<file path="src/rtl/instruction_fetch_unit.sv">
// Instruction fetch unit: owns the PC and instruction register, fetches over a
// req/ack handshake and applies the control word's PS/IL/K fields.
module instruction_fetch_unit #(
  parameter int                 ADDR_W   = 64,
  parameter logic [ADDR_W-1:0]  RESET_PC = '0,
  parameter int                 TIMEOUT  = 15
) (
  input  logic              i_clock,
  input  logic              i_reset,
  input  logic [1:0]        i_ps,
  input  logic              i_il,
  input  logic              i_imm_sel,
  input  logic [63:0]       i_k,
  input  logic [63:0]       i_bus_in,
  output logic              o_imem_req,
  output logic [ADDR_W-1:0] o_imem_addr,
  input  logic [31:0]       i_imem_rdata,
  input  logic              i_imem_ack,
  output logic [31:0]       o_instruction,
  output logic [ADDR_W-1:0] o_pc,
  output logic [ADDR_W-1:0] o_pc_plus4,
  output logic              o_stall,
  output logic              o_fetch_fault
);

  localparam int              CNT_W    = (TIMEOUT > 2) ? $clog2(TIMEOUT) : 1;
  localparam bit              TO_EN    = (TIMEOUT != 0);
  localparam logic [CNT_W-1:0] CNT_LAST = CNT_W'((TIMEOUT > 0) ? TIMEOUT - 1 : 0);

  typedef enum logic {S_IDLE, S_FETCH} state_t;

  state_t              r_state, w_state_next;
  logic [ADDR_W-1:0]   r_pc, w_pc_next;
  logic [31:0]         r_instr, w_instr_next;
  logic                r_req, w_req_next;
  logic [ADDR_W-1:0]   r_addr, w_addr_next;
  logic                r_fault, w_fault_next;
  logic [CNT_W-1:0]    r_cnt, w_cnt_next;
  logic                w_capture;
  logic                w_stall;

  logic [1:0]          r_pend_ps;
  logic                r_pend_sel;
  logic [25:0]         r_pend_k;
  logic [ADDR_W-1:0]   r_pend_bus;

  logic [ADDR_W-1:0]   w_bus;
  logic                w_unused_k;

  assign w_bus      = ADDR_W'(i_bus_in);
  assign w_unused_k = ^i_k[63:26];

  // Branch offsets are word offsets: sign-extend the selected field, then scale by 4.
  function automatic logic [ADDR_W-1:0] f_pc_update(
    input logic [1:0]        ps,
    input logic              imm_sel,
    input logic [25:0]       k,
    input logic [ADDR_W-1:0] bus,
    input logic [ADDR_W-1:0] pc
  );
    logic [ADDR_W-1:0] off;
    if (imm_sel) off = {{(ADDR_W-26){k[25]}}, k[25:0]};
    else         off = {{(ADDR_W-19){k[18]}}, k[18:0]};
    case (ps)
      2'b00:   f_pc_update = pc;
      2'b01:   f_pc_update = pc + ADDR_W'(4);
      2'b10:   f_pc_update = pc + (off << 2);
      default: f_pc_update = bus;
    endcase
  endfunction

  always_comb begin
    w_state_next = r_state;
    w_pc_next    = r_pc;
    w_instr_next = r_instr;
    w_req_next   = r_req;
    w_addr_next  = r_addr;
    w_fault_next = r_fault;
    w_cnt_next   = r_cnt;
    w_capture    = 1'b0;
    w_stall      = 1'b0;
    case (r_state)
      S_IDLE: begin
        if (i_il) begin
          w_stall      = 1'b1;
          w_capture    = 1'b1;
          w_addr_next  = r_pc;
          w_req_next   = 1'b1;
          w_fault_next = 1'b0;
          w_cnt_next   = '0;
          w_state_next = S_FETCH;
        end else begin
          w_pc_next = f_pc_update(i_ps, i_imm_sel, i_k[25:0], w_bus, r_pc);
        end
      end
      S_FETCH: begin
        if (i_imem_ack) begin
          w_instr_next = i_imem_rdata;
          w_req_next   = 1'b0;
          w_state_next = S_IDLE;
          w_pc_next    = f_pc_update(r_pend_ps, r_pend_sel, r_pend_k, r_pend_bus, r_pc);
        end else begin
          w_stall    = 1'b1;
          w_cnt_next = r_cnt + CNT_W'(1);
          // Give up on the fetch; PC and instruction stay where they were.
          if (TO_EN && (r_cnt == CNT_LAST)) begin
            w_req_next   = 1'b0;
            w_fault_next = 1'b1;
            w_state_next = S_IDLE;
          end
        end
      end
      default: w_state_next = S_IDLE;
    endcase
  end

  always_ff @(posedge i_clock or posedge i_reset) begin
    if (i_reset) r_state <= S_IDLE;
    else         r_state <= w_state_next;
  end

  always_ff @(posedge i_clock or posedge i_reset) begin
    if (i_reset) begin
      r_pc       <= RESET_PC;
      r_instr    <= '0;
      r_req      <= 1'b0;
      r_addr     <= '0;
      r_fault    <= 1'b0;
      r_cnt      <= '0;
      r_pend_ps  <= '0;
      r_pend_sel <= 1'b0;
      r_pend_k   <= '0;
      r_pend_bus <= '0;
    end else begin
      r_pc    <= w_pc_next;
      r_instr <= w_instr_next;
      r_req   <= w_req_next;
      r_addr  <= w_addr_next;
      r_fault <= w_fault_next;
      r_cnt   <= w_cnt_next;
      if (w_capture) begin
        r_pend_ps  <= i_ps;
        r_pend_sel <= i_imm_sel;
        r_pend_k   <= i_k[25:0];
        r_pend_bus <= w_bus;
      end
    end
  end

  assign o_imem_req    = r_req;
  assign o_imem_addr   = r_addr;
  assign o_instruction = r_instr;
  assign o_pc          = r_pc;
  assign o_pc_plus4    = r_pc + ADDR_W'(4);
  assign o_stall       = w_stall;
  assign o_fetch_fault = r_fault;

endmodule

</file>
<file path="config.mk">
export PLATFORM = sky130hd
export DESIGN_NAME = instruction_fetch_unit
export DESIGN_NICKNAME = d
export VERILOG_FILES = /design/src/rtl/instruction_fetch_unit.sv
export SDC_FILE = /design/constraint.sdc
export NUM_CORES = 1
export LEC_CHECK = 0
export ABC_AREA = 1
export CAP_MARGIN = 25
export CORE_ASPECT_RATIO = 1.2
export CORE_MARGIN = 1.5
export CORE_UTILIZATION = 30
export CTS_BUF_LIST = sky130_fd_sc_hd__clkbuf_2 sky130_fd_sc_hd__clkbuf_4 sky130_fd_sc_hd__clkbuf_8
export DETAILED_ROUTE_END_ITERATION = 10
export SLEW_MARGIN = 20
export SYNTH_ARGS = -nofsm -noshare
export SYNTH_HDL_FRONTEND = slang
export SYNTH_SLANG_ARGS = --single-unit
</file>
<file path="constraint.sdc">
create_clock -name i_clock -period 10.65 [get_ports i_clock]
set_input_delay 3.195 -clock i_clock [delete_from_list [all_inputs] [get_ports i_clock]]
set_output_delay 3.195 -clock i_clock [all_outputs]
set_load 0.02 [all_outputs]
</file>
[Word-level counts from Yosys, hierarchy flattened]
Index checks and enable logic that the tools add are counted.
Operators by class
  eq/ne operators: 13
  add/sub/neg operators: 4
  reductions and logical operators: 8
  bitwise logic cells: 1
  multiplexer cells: 29
Operators by type and width (count)
  case mux 64 bit (3 select lines): 2
  two-way mux 62 bit: 6
  adder 64 bit: 2
  two-way mux 64 bit: 2
  case mux 64 bit (2 select lines): 1
  adder 64 x 3 -> 64 bit (second input constant): 1
  != test 2 bit (second input constant): 6
  two-way mux 1 bit: 11
  two-way mux 4 bit: 2
  case mux 1 bit (2 select lines): 4
  case mux 4 bit (2 select lines): 1
  AND reduction 2 bit: 4
  adder 4 x 1 -> 4 bit (second input constant): 1
  == test 2 x 1 -> 1 bit (second input constant): 2
  == test 2 bit (second input constant): 2
  == test 4 bit (second input constant): 1
  logical NOT 2 bit: 2
  AND reduction 4 bit: 1
  != test 3 x 2 -> 1 bit (second input constant): 1
  AND reduction 3 bit: 1
  != test 2 x 1 -> 1 bit (second input constant): 1
  inverter 1 bit: 1
Storage, ports and cells
  register bits: 260
  bits of input ports: 167
  word-level logic and storage cells: 66
  output and inout port bits: 227

[Depth between registers and ports, before layout]
  depth after elaboration: 7
  gate-level depth with buffers: 22
  gate-level depth less buffers: 21

[Worst setup path after synthesis]
Ideal clock, no wire load.
  path type: input port to flip-flop
  start point: input port i_imm_sel
  end point: register r_pc[28], in the netlist o_pc[28]
  library setup time: 124 ps
  data required time: 10526 ps
  slack: 3314 ps
  path buffers: 0
  arrival: 7212 ps
  cell stages on the path: 14
  path through: inv_1 -> o21ai_0 -> ha_1 -> nand2_1 -> nor2_1 -> nand2_1 -> inv_1 -> a21oi_1 -> nand2_1 -> or2_2 -> nand3_1 -> nand2_1 -> a21oi_1 -> a21oi_1
On the way
  longest elaborated chain between the ends: 7
Ends and longest elaborated chain
  from (decl): line 12  | input logic i_imm_sel,
  two-way mux 62 bit: line 62  | if (imm_sel) off = {{(ADDR_W-26){k[25]}}, k[25:0]};
  two-way mux 62 bit: line 84  | if (i_il) begin
  two-way mux 62 bit: line 82  | case (r_state)
  adder 64 bit: line 67  | 2'b10: f_pc_update = pc + (off << 2);
  case mux 64 bit (3 select lines): line 64  | case (ps)
  two-way mux 64 bit: line 84
  case mux 64 bit (2 select lines): line 82
  to (signal assigned): line 135  | r_pc <= w_pc_next;
  to (decl): line 33  | logic [ADDR_W-1:0] r_pc, w_pc_next;
Every way passes these cells. The select of a mux whose other input is x is not followed.
A chain may end at the register's enable or synchronous reset.

[Worst setup path after layout]
  start point: input port i_il
  end point: output port o_stall
On the way
  longest elaborated chain between the ends: 2
Ends and longest elaborated chain
  from (decl): line 11  | input logic i_il,
  two-way mux 1 bit: line 84
  case mux 1 bit (2 select lines): line 82
  to (decl): line 22  | output logic o_stall,
Every way passes these cells.

==> impl_metrics.env <==
export IMPL_hold_viol=0
export IMPL_io_pins=394
export IMPL_die_area_sq_um=88300
export IMPL_seqPwrFrac=0.191
export IMPL_slew_violations=0
export IMPL_hold_start="o_imem_addr[38]"
export IMPL_cp_required_ns=7.46
export IMPL_final_area_sq_um=31900
export IMPL_dpl_cell_area_sq_um=30800
export IMPL_die_h_microns=325
export IMPL_wl_per_cell_microns=22.2
export IMPL_synth_nets=4832
export IMPL_grt_pass1_vias=28600
export IMPL_clock_sinks=260
export IMPL_arrival_ns=5.11
export IMPL_netlist_area_sq_um=25900
export IMPL_drtAntennaViolNets=0
export IMPL_clockPowerShare=0.117
export IMPL_crit_reg2reg_launch="o_pc[2]"
export IMPL_setup_tns_ns=0
export IMPL_startpoint="i_il"
export IMPL_grt_max_degree=141
export IMPL_cts_tree="done"
export IMPL_max_freq_mhz=120
export IMPL_pwr_share_comb=0.691
export IMPL_period_needed_ns=8.31
export IMPL_synth_cell_type_count=46
export IMPL_dpl_hpwl_microns=106000
export IMPL_start_util=0.305
export IMPL_numPortBuffers=355
export IMPL_grt_total_usage=0.296
export IMPL_setup_viol=0
export IMPL_grt_first_pass_wirelength_microns=192000
export IMPL_synth_area_top_cells="nand2_1 27%, dfrtp_1 25%, inv_1 11%"
export IMPL_netlist_area_leader_share=0.269
export IMPL_routabilityCongestion=1.00
export IMPL_most_common_layout_cells="1858 x nand2_1, 743 x inv_1, 375 x nor2_1"
export IMPL_synthToLayoutAreaGrowth_pct=23.0
export IMPL_die_w_microns=271
export IMPL_post_cts_setup_buffers=0
export IMPL_crit_path_end_kind="primary output"
export IMPL_slew_headroom=0.208
export IMPL_synth_top_flop_cell="dfrtp_1"
export IMPL_clk_path_buf_depth=3
export IMPL_drt_iter0_drc=3038
export IMPL_fp_row_count=117
export IMPL_status="completed"
export IMPL_crit_type="input pin to primary output"
export IMPL_min_path_type="flip-flop to flip-flop"
export IMPL_holdBufCountCts=0
export IMPL_synth_warnings=0
export IMPL_synth_edf_count=0
export IMPL_synth_seq_cells=260
export IMPL_fin_skew_ns=0.0475
export IMPL_antenna_found_initial=3
export IMPL_numCtsBuffers=49
export IMPL_p_int_mw=4.23
export IMPL_drtPass1Iterations=6
export IMPL_tightest_slew_ns=1.18
export IMPL_root_buffer="clkbuf_8"
export IMPL_core_area_sq_um=85200
export IMPL_vias=30400
export IMPL_period_share=0.780
export IMPL_clk_latency_ns=0.71
export IMPL_path_clk_slew_ns=0.06
export IMPL_power_leakage_nw=17.1
export IMPL_p_sw_mw=5.81
export IMPL_drive_above_1_share=0.0484
export IMPL_totalWireLength_microns=134000
export IMPL_cts_htree_levels=2
export IMPL_crit_fanout=48
export IMPL_grt_setup_unrepaired="no"
export IMPL_maxCapViolations=0
export IMPL_vias_per_cell=5.05
export IMPL_avgSynthCellArea_sq_um=5.73
export IMPL_worstSetupStartpointType="input pin"
export IMPL_yosysTopAreaCell="nand2_1"
export IMPL_nNetsFinal=5158
export IMPL_synthArstFlopShare=1.00
export IMPL_netSwitchingFraction=0.579
export IMPL_vdd_drop_max_v=0.000131
export IMPL_post_route_drc_count=0
export IMPL_grt_ovfl_total=0
export IMPL_cts_resized=0
export IMPL_power_density_nw_per_um2=314
export IMPL_synth_cells=4532
export IMPL_ys_seq_area_frac=0.251
export IMPL_mostFrequentLayoutCell="nand2_1"
[Yosys cell counts (11+ instances only)]
master       n
a21oi_1    299
a31oi_1     18
buf_1       28
buf_2       14
clkbuf_1    75
dfrtp_1    260
ha_1       131
inv_1      744
mux2_2      32
nand2_1   1860
nand3_1    206
nand3b_1    26
nand4_1     25
nor2_1     375
nor2_2      11
nor3_1      43
o211ai_1    24
o21ai_0    203
o21bai_1    16
or2_2       21
xor2_1      45
[cell families (layout without fill, tap and decap cells)]
group,Yosys count,in the layout,synth area share
AOI/OAI and AO/OA,573,573,0.116
xor gates and xnor gates,58,58,0.0219
adders and majority gates,133,133,0.0647
buffers and inverters,871,1231,0.127
DFF,260,260,0.251
muxes,33,33,0.0143
other,0,1,0
and+or+nand+nor,2604,2604,0.405
[worst max-delay path, stage by stage]
cell and delay (ns):
clkdlybuf4s50_1 0.45, nand2_4 0.42, inv_2 0.13, nor2_1 0.22
inv_1 0.12, clkdlybuf4s50_1 0.55
[through the flow]
stage	cells	util	total power, mW	worst slack (ns)	hold WS [ns]
2_1_floorplan	4532	-	5.69	0.300	0.444
3_3_place_gp	5937	0.361	8.64	2.37	0.455
3_5_place_dp	5937	0.361	8.68	2.38	0.461
4_1_cts	6022	0.374	9.89	2.37	0.476
5_1_grt	6023	0.375	10.7	2.24	0.496
6_report	6023	0.375	10.0	2.34	0.476
[per-layer routing]
| layer | track usage | up-vias | part of all wire |
|---|---|---|---|
| li1 | - | 14700 | - |
| met1 | 0.387 | 14200 | 0.42 |
| met2 | 0.470 | 1317 | 0.44 |
| met3 | 0.0470 | 265 | 0.080 |
| met4 | 0.147 | 0 | 0.056 |
| met5 | 0 | - | 0 |
[layout make-up]
cell class / instances / area [sq um]
fill: 9739 / 53300
multi-input combinational: 3401 / 16200
clock inverter: 10 / 175
timing repair buffer: 394 / 3860
inverter: 752 / 2830
sequential: 260 / 6510
clock buffer: 75 / 945
tap: 1130 / 1410
antenna: 1 / 2.50
[sequential cells by signal (all words and copies together) (netlist names)]
register and flops:
o_instruction 32, r_state 1, r_cnt 4, o_fetch_fault 1, o_imem_req 1, o_imem_addr 64
r_pend_ps 2, r_pend_bus 64, r_pend_sel 1, r_pend_k 26, o_pc 64
[final timing paths]
| path | cells past startpoint | slack, ns | end |
|---|---|---|---|
| worst max register to register | 11 | 6.75 | o_pc[32] |
| max in group asynchronous | 3 | 6.03 | r_pend_bus[54] |
| worst max-delay path | 6 | 2.34 | o_stall |
| worst min register to register | 2 | 0.48 | o_imem_addr[38] |
| worst min-delay path | 2 | 0.48 | o_imem_addr[38] |
| min in group asynchronous | 2 | 3.11 | r_pend_bus[8] |
[power by group through the flow]
stage	logic (mW)	registers, mW	clock network, mW
floorplan	3.70	1.99	0
global placement	6.75	1.89	0
detailed placement	6.78	1.90	0
CTS	6.81	1.88	1.20
global route	7.50	1.93	1.24
finish	6.94	1.92	1.18
No activity file was read; power rests on OpenSTA's default activity.
